[src/rtl/rvscc_pkg.sv]
// Shared types and defaults for the memory-port arbiter.
package rvscc_pkg;

  localparam int unsigned DefAddrWidth = 32;
  localparam int unsigned DefDataWidth = 32;

  typedef enum logic [1:0] {
    StIdle       = 2'd0,
    StServeFetch = 2'd1,
    StServeData  = 2'd2
  } arb_state_e;

  // Counter width able to hold 0..max_streak, never narrower than one bit.
  function automatic int unsigned streak_width(input int unsigned max_streak);
    return (max_streak > 0) ? $clog2(max_streak + 1) : 1;
  endfunction

endpackage

[src/rtl/arb_streak_counter.sv]
// Counts data grants issued while a fetch waits; saturates so fetch can win.
module arb_streak_counter
  import rvscc_pkg::*;
#(
  parameter int unsigned MAX_STREAK = 4,
  localparam int unsigned CntW = streak_width(MAX_STREAK)
) (
  input  logic clk_i,
  input  logic rst_i,
  input  logic idle_i,
  input  logic fetch_pending_i,
  input  logic data_grant_i,
  input  logic fetch_grant_i,
  output logic saturated_o
);

  logic [CntW-1:0] cnt_q, cnt_d;

  assign saturated_o = (cnt_q == CntW'(MAX_STREAK));

  always_comb begin
    cnt_d = cnt_q;
    if (fetch_grant_i || (idle_i && !fetch_pending_i)) begin
      cnt_d = '0;
    end else if (data_grant_i && fetch_pending_i && !saturated_o) begin
      cnt_d = cnt_q + CntW'(1);
    end
  end

  always_ff @(posedge clk_i or posedge rst_i) begin
    if (rst_i) begin
      cnt_q <= '0;
    end else begin
      cnt_q <= cnt_d;
    end
  end

endmodule

[src/rtl/mem_port_arbiter.sv]
// Arbitrates fetch and data-stage requests onto one single-ported memory.
module mem_port_arbiter
  import rvscc_pkg::*;
#(
  parameter int unsigned ADDR_WIDTH      = DefAddrWidth,
  parameter int unsigned DATA_WIDTH      = DefDataWidth,
  parameter int unsigned MAX_DATA_STREAK = 4
) (
  input  logic                  clk,
  input  logic                  rst,
  input  logic                  if_req,
  input  logic [ADDR_WIDTH-1:0] if_addr,
  input  logic                  if_flush,
  output logic [DATA_WIDTH-1:0] if_rdata,
  output logic                  if_valid,
  output logic                  if_stall,
  input  logic                  dm_req,
  input  logic                  dm_we,
  input  logic [ADDR_WIDTH-1:0] dm_addr,
  input  logic [DATA_WIDTH-1:0] dm_wdata,
  output logic [DATA_WIDTH-1:0] dm_rdata,
  output logic                  dm_valid,
  output logic                  dm_stall,
  output logic                  mem_req,
  output logic                  mem_we,
  output logic [ADDR_WIDTH-1:0] mem_addr,
  output logic [DATA_WIDTH-1:0] mem_wdata,
  input  logic                  mem_ready,
  input  logic [DATA_WIDTH-1:0] mem_rdata
);

  arb_state_e            state_q, state_d;
  logic                  mem_req_q, mem_req_d;
  logic                  mem_we_q, mem_we_d;
  logic [ADDR_WIDTH-1:0] mem_addr_q, mem_addr_d;
  logic [DATA_WIDTH-1:0] mem_wdata_q, mem_wdata_d;
  logic [DATA_WIDTH-1:0] if_rdata_q, if_rdata_d;
  logic [DATA_WIDTH-1:0] dm_rdata_q, dm_rdata_d;
  logic                  if_valid_q, if_valid_d;
  logic                  dm_valid_q, dm_valid_d;
  logic                  flushed_q, flushed_d;

  logic is_idle, if_req_eff, grant_data, grant_fetch, streak_sat;

  // A flush in the grant cycle hides the fetch request from arbitration.
  assign is_idle     = (state_q == StIdle);
  assign if_req_eff  = if_req & ~if_flush;
  assign grant_data  = is_idle & dm_req & (~if_req_eff | ~streak_sat);
  assign grant_fetch = is_idle & if_req_eff & ~grant_data;

  arb_streak_counter #(
    .MAX_STREAK(MAX_DATA_STREAK)
  ) u_streak (
    .clk_i          (clk),
    .rst_i          (rst),
    .idle_i         (is_idle),
    .fetch_pending_i(if_req_eff),
    .data_grant_i   (grant_data),
    .fetch_grant_i  (grant_fetch),
    .saturated_o    (streak_sat)
  );

  always_comb begin
    state_d     = state_q;
    mem_req_d   = mem_req_q;
    mem_we_d    = mem_we_q;
    mem_addr_d  = mem_addr_q;
    mem_wdata_d = mem_wdata_q;
    if_rdata_d  = if_rdata_q;
    dm_rdata_d  = dm_rdata_q;
    if_valid_d  = 1'b0;
    dm_valid_d  = 1'b0;
    flushed_d   = flushed_q;
    unique case (state_q)
      StIdle: begin
        flushed_d = 1'b0;
        if (grant_data) begin
          state_d     = StServeData;
          mem_req_d   = 1'b1;
          mem_we_d    = dm_we;
          mem_addr_d  = dm_addr;
          mem_wdata_d = dm_wdata;
        end else if (grant_fetch) begin
          state_d     = StServeFetch;
          mem_req_d   = 1'b1;
          mem_we_d    = 1'b0;
          mem_addr_d  = if_addr;
          mem_wdata_d = '0;
        end
      end
      StServeFetch: begin
        if (if_flush) flushed_d = 1'b1;
        if (mem_ready) begin
          state_d   = StIdle;
          mem_req_d = 1'b0;
          // A flushed fetch still drains the memory but is never delivered.
          if (!flushed_q && !if_flush) begin
            if_rdata_d = mem_rdata;
            if_valid_d = 1'b1;
          end
        end
      end
      StServeData: begin
        if (mem_ready) begin
          state_d    = StIdle;
          mem_req_d  = 1'b0;
          dm_rdata_d = mem_rdata;
          dm_valid_d = 1'b1;
        end
      end
      default: state_d = StIdle;
    endcase
  end

  always_ff @(posedge clk or posedge rst) begin
    if (rst) begin
      state_q     <= StIdle;
      mem_req_q   <= 1'b0;
      mem_we_q    <= 1'b0;
      mem_addr_q  <= '0;
      mem_wdata_q <= '0;
      if_rdata_q  <= '0;
      dm_rdata_q  <= '0;
      if_valid_q  <= 1'b0;
      dm_valid_q  <= 1'b0;
      flushed_q   <= 1'b0;
    end else begin
      state_q     <= state_d;
      mem_req_q   <= mem_req_d;
      mem_we_q    <= mem_we_d;
      mem_addr_q  <= mem_addr_d;
      mem_wdata_q <= mem_wdata_d;
      if_rdata_q  <= if_rdata_d;
      dm_rdata_q  <= dm_rdata_d;
      if_valid_q  <= if_valid_d;
      dm_valid_q  <= dm_valid_d;
      flushed_q   <= flushed_d;
    end
  end

  assign mem_req   = mem_req_q;
  assign mem_we    = mem_we_q;
  assign mem_addr  = mem_addr_q;
  assign mem_wdata = mem_wdata_q;
  assign if_rdata  = if_rdata_q;
  assign dm_rdata  = dm_rdata_q;
  assign if_valid  = if_valid_q;
  assign dm_valid  = dm_valid_q;
  assign if_stall  = if_req & ~if_valid_q;
  assign dm_stall  = dm_req & ~dm_valid_q;

endmodule

[config.mk]
export PLATFORM = sky130hd
export DESIGN_NAME = mem_port_arbiter
export DESIGN_NICKNAME = d
export VERILOG_FILES = /design/src/rtl/rvscc_pkg.sv /design/src/rtl/arb_streak_counter.sv /design/src/rtl/mem_port_arbiter.sv
export SDC_FILE = /design/constraint.sdc
export NUM_CORES = 1
export LEC_CHECK = 0
export ABC_CLOCK_PERIOD_IN_PS = 5600
export BUFFER_PORTS_ARGS = -buffer_cell sky130_fd_sc_hd__buf_2
export CAP_MARGIN = 5
export CORE_ASPECT_RATIO = 1.25
export CORE_UTILIZATION = 34
export CTS_CLUSTER_DIAMETER = 200
export DETAILED_ROUTE_END_ITERATION = 12
export GPL_ROUTABILITY_DRIVEN = 0
export SYNTH_ARGS = -nofsm -noshare
export SYNTH_HDL_FRONTEND = slang
export SYNTH_SLANG_ARGS = --single-unit
[constraint.sdc]
create_clock -name clk -period 5.6 [get_ports clk]
set_input_delay 0.28 -clock clk [delete_from_list [all_inputs] [get_ports clk]]
set_output_delay 0.28 -clock clk [all_outputs]
set_load 0.005 [all_outputs]
==> flow_summary.toml <==
[outcome]
status = "finished, violations left"
violations = "hold timing"

[global_route]
grt_usage_pct = 17.3
grt_max_degree = 78
grt_overflow_total = 0
grt_pass1_vias = 5049
grt_first_pass_wirelength_um = 25400
antenna_found_initial = 1

[timing]
fin_setup_tns_ns = 0
finalSetupViolCount = 0
slew_violations = 0
hold_violations = 15
rsz0062_at_grt = "no"
fmax_mhz = 442
period_minus_slack_ns = 2.26
tightest_slew_ns = 1.10
period_share_pct = 40.4
maxSlewHeadroom_pct = 26.7
hold_ws_ns = -0.0132
fin_ws_ns = 3.34
skew_ns = 0.00920

[clock_tree]
cts_sinks = 138
postCtsSetupRepairBufs = 0
cts_tree = "done"
clk_latency_ns = 0.42
cts_buffers = 17
clockRootBuffer = "clkbuf_16"
cts.htree.levels = 4
cts_resized = 0
cts.clk_slew.worst_paths_ns = 0.06
ctsHoldBuffers = 0
clk_path_buf_depth = 2

[power_and_ir_drop]
p_switching_mw = 1.48
power.density_cell_area_nw_per_um2 = 554
p_seq_share_pct = 37.1
vdd_ir_drop_max_mv = 0.244
clkPwrFrac_pct = 26.0
power_frac_comb_pct = 36.9
power.leakage_nw = 4.22
power_mw = 4.63
swShare_pct = 32.1
intPower_mw = 3.15

[worst_setup_path]
crit_chain = "inv_1 -> ha_1 -> nand2_1 -> nor2_2 -> buf_4 -> a22o_1"
critical_path.max_fanout = 34
crit_buf_inv = 2
startpoint_type = "flop"
worst_ep_arrival_time_ns = 2.61
cpPeakStageDelay_ns = 0.61
setup.worst_path.start = "state_q[1]"
cp.depth = 6
crit_family = "simple AND/OR/NAND/NOR gates"
ff2ff_path_depth = 6
r2r-end = "mem_wdata[17]"
worstSetupPathType = "flop to flop"
rrSetupSlack_ns = 3.34
rr_startpoint = "state_q[1]"
cp_slowest_cell = "nand2_1"
endpoint_kind = "flop"
required_ns = 5.95

[hold_path]
holdCritPathClass = "primary input to asynchronous set/reset pin"

[floorplanning]
core-area_um2 = 18100
die_w_um = 124
io_pins = 269
die_height_um = 154
dieArea_um2 = 19000
rows = 55
initial_core_util_pct = 34.7

[synth]
yosys_warnings = 0
yosysSeqAreaShare_pct = 55.0
synth_edf_count = 0
yosys_most_used_dff = "dfrtp_1"
synth_xor_area_share_pct = 0
syn_area_um2 = 6280
synthMuxAreaShare_pct = 13.5
ys_seq_elements = 138
ys_types = 35
synth_area_leaders = "dfrtp_1 55%, mux2_4 6.9%, mux2_1 5.4%"
syn_avg_cell_area_um2 = 13.0
synth_compound_area_share_pct = 20.0
synthAdderAreaFrac_pct = 1.39
synthCells = 485
synth_top_cell_by_area = "dfrtp_1"
synthTopCellsByCount = "138 x dfrtp_1, 40 x inv_1, 37 x nand2_1"
yosys.area_share.simple_pct = 3.55
synth_top_family_by_area = "compound AO/OA/AOI/OAI gates"
synth_nets = 627
post-synth-top-count-cell = "dfrtp_1"
synth_top_area_share_pct = 55.0
async_reset_ff_share_pct = 100

[routing]
route.detailed.drc = 0
wl_per_cell_um = 16.4
vias = 4823
antenna_left = 0
drt_wl_total_um = 16000
viasPerCell = 4.93
dr.pass1.iters = 6
drt_iter0_drc = 179

[layout]
nets = 879
design_area_um2 = 8360
drive_gt1_share_pct = 50.8
area_growth_pct = 33.1

[place]
place_area_um2 = 7720
dpl.hpwl_um = 11000
dp_slack_ns = 2.97
io_buffers = 268

[job]
maxCapViolCount = 0
layout make-up:
| class | count | area, µm² |
|---|---|---|
| antenna | 1 | 2.50 |
| clock buffer | 19 | 443 |
| clock inverter | 13 | 191 |
| fill | 1700 | 9740 |
| inverter | 42 | 163 |
| multi-input combinational | 263 | 2430 |
| sequential | 138 | 3450 |
| tap | 228 | 285 |
| timing repair buffer | 275 | 1390 |
how the worst max path moves through the flow:
stage          slack, ns            end
3_3_place_gp        3.05   mem_wdata[6]
5_1_grt             3.14  mem_wdata[17]
3_5_place_dp        2.97  mem_wdata[31]
4_1_cts             3.30   mem_addr[23]
6_report            3.34  mem_wdata[17]
2_1_floorplan       1.62    dm_rdata[0]
sequential cells by signal, summed over array words and instances, names as in the netlist, 2 cells and up:
| name | cells |
|---|---|
| mem_addr | 32 |
| u_streak.cnt_q | 3 |
| dm_rdata | 32 |
| if_rdata | 32 |
| mem_wdata | 32 |
| state_q | 2 |
metrics by stage:
stage / std cells / util (%)
2_1_floorplan: 485 / -
3_3_place_gp: 946 / 42.7
3_5_place_dp: 946 / 42.7
4_1_cts: 978 / 46.2
5_1_grt: 978 / 46.2
6_report: 979 / 46.2
logic make-up (layout without fill, tap and decap cells):
kind of cell / after synthesis / after routing
compound gates: 140 / 140
flops: 138 / 138
buf+inv: 84 / 349
mux: 66 / 66
simple gates: 50 / 50
fa+ha+maj: 7 / 7
other cells: 0 / 1
cells in the final DEF (no fill, tap or decap), types with 2 or more instances in the layout:
master,n
a22oi_1,6
o21ai_1,4
clkbuf_16,17
ha_1,7
inv_1,39
o221a_2,6
mux2i_1,2
buf_4,7
inv_2,2
clkinvlp_4,3
a22o_1,33
o21ai_0,30
a21oi_1,2
buf_2,268
inv_6,3
dfrtp_1,138
a22oi_2,26
mux2_2,5
nor2b_1,2
nand2_1,36
mux2_4,29
clkinv_4,3
nor2_1,3
bufinv_16,4
mux2_1,30
nand2b_1,3
o221a_1,26
per-layer routing:
| metal | up-vias | routed length [µm] | GRT usage, % |
|---|---|---|---|
| li1 | 2261 | - | - |
| met1 | 2346 | 6300 | 18.8 |
| met2 | 186 | 8180 | 30.4 |
| met3 | 30 | 1020 | 4.60 |
| met4 | 0 | 526 | 9.01 |
| met5 | - | 0 | 0 |
power groups by stage:
stage | sequential (mW) | clock, mW | combinational (mW)
after floorplan | 1.76 | 0 | 0.989
after global placement | 1.72 | 0 | 1.68
after detailed placement | 1.73 | 0 | 1.73
after CTS | 1.72 | 1.24 | 1.74
after global routing | 1.79 | 1.28 | 1.89
final | 1.72 | 1.21 | 1.71
No activity file was read; power rests on OpenSTA's default activity.
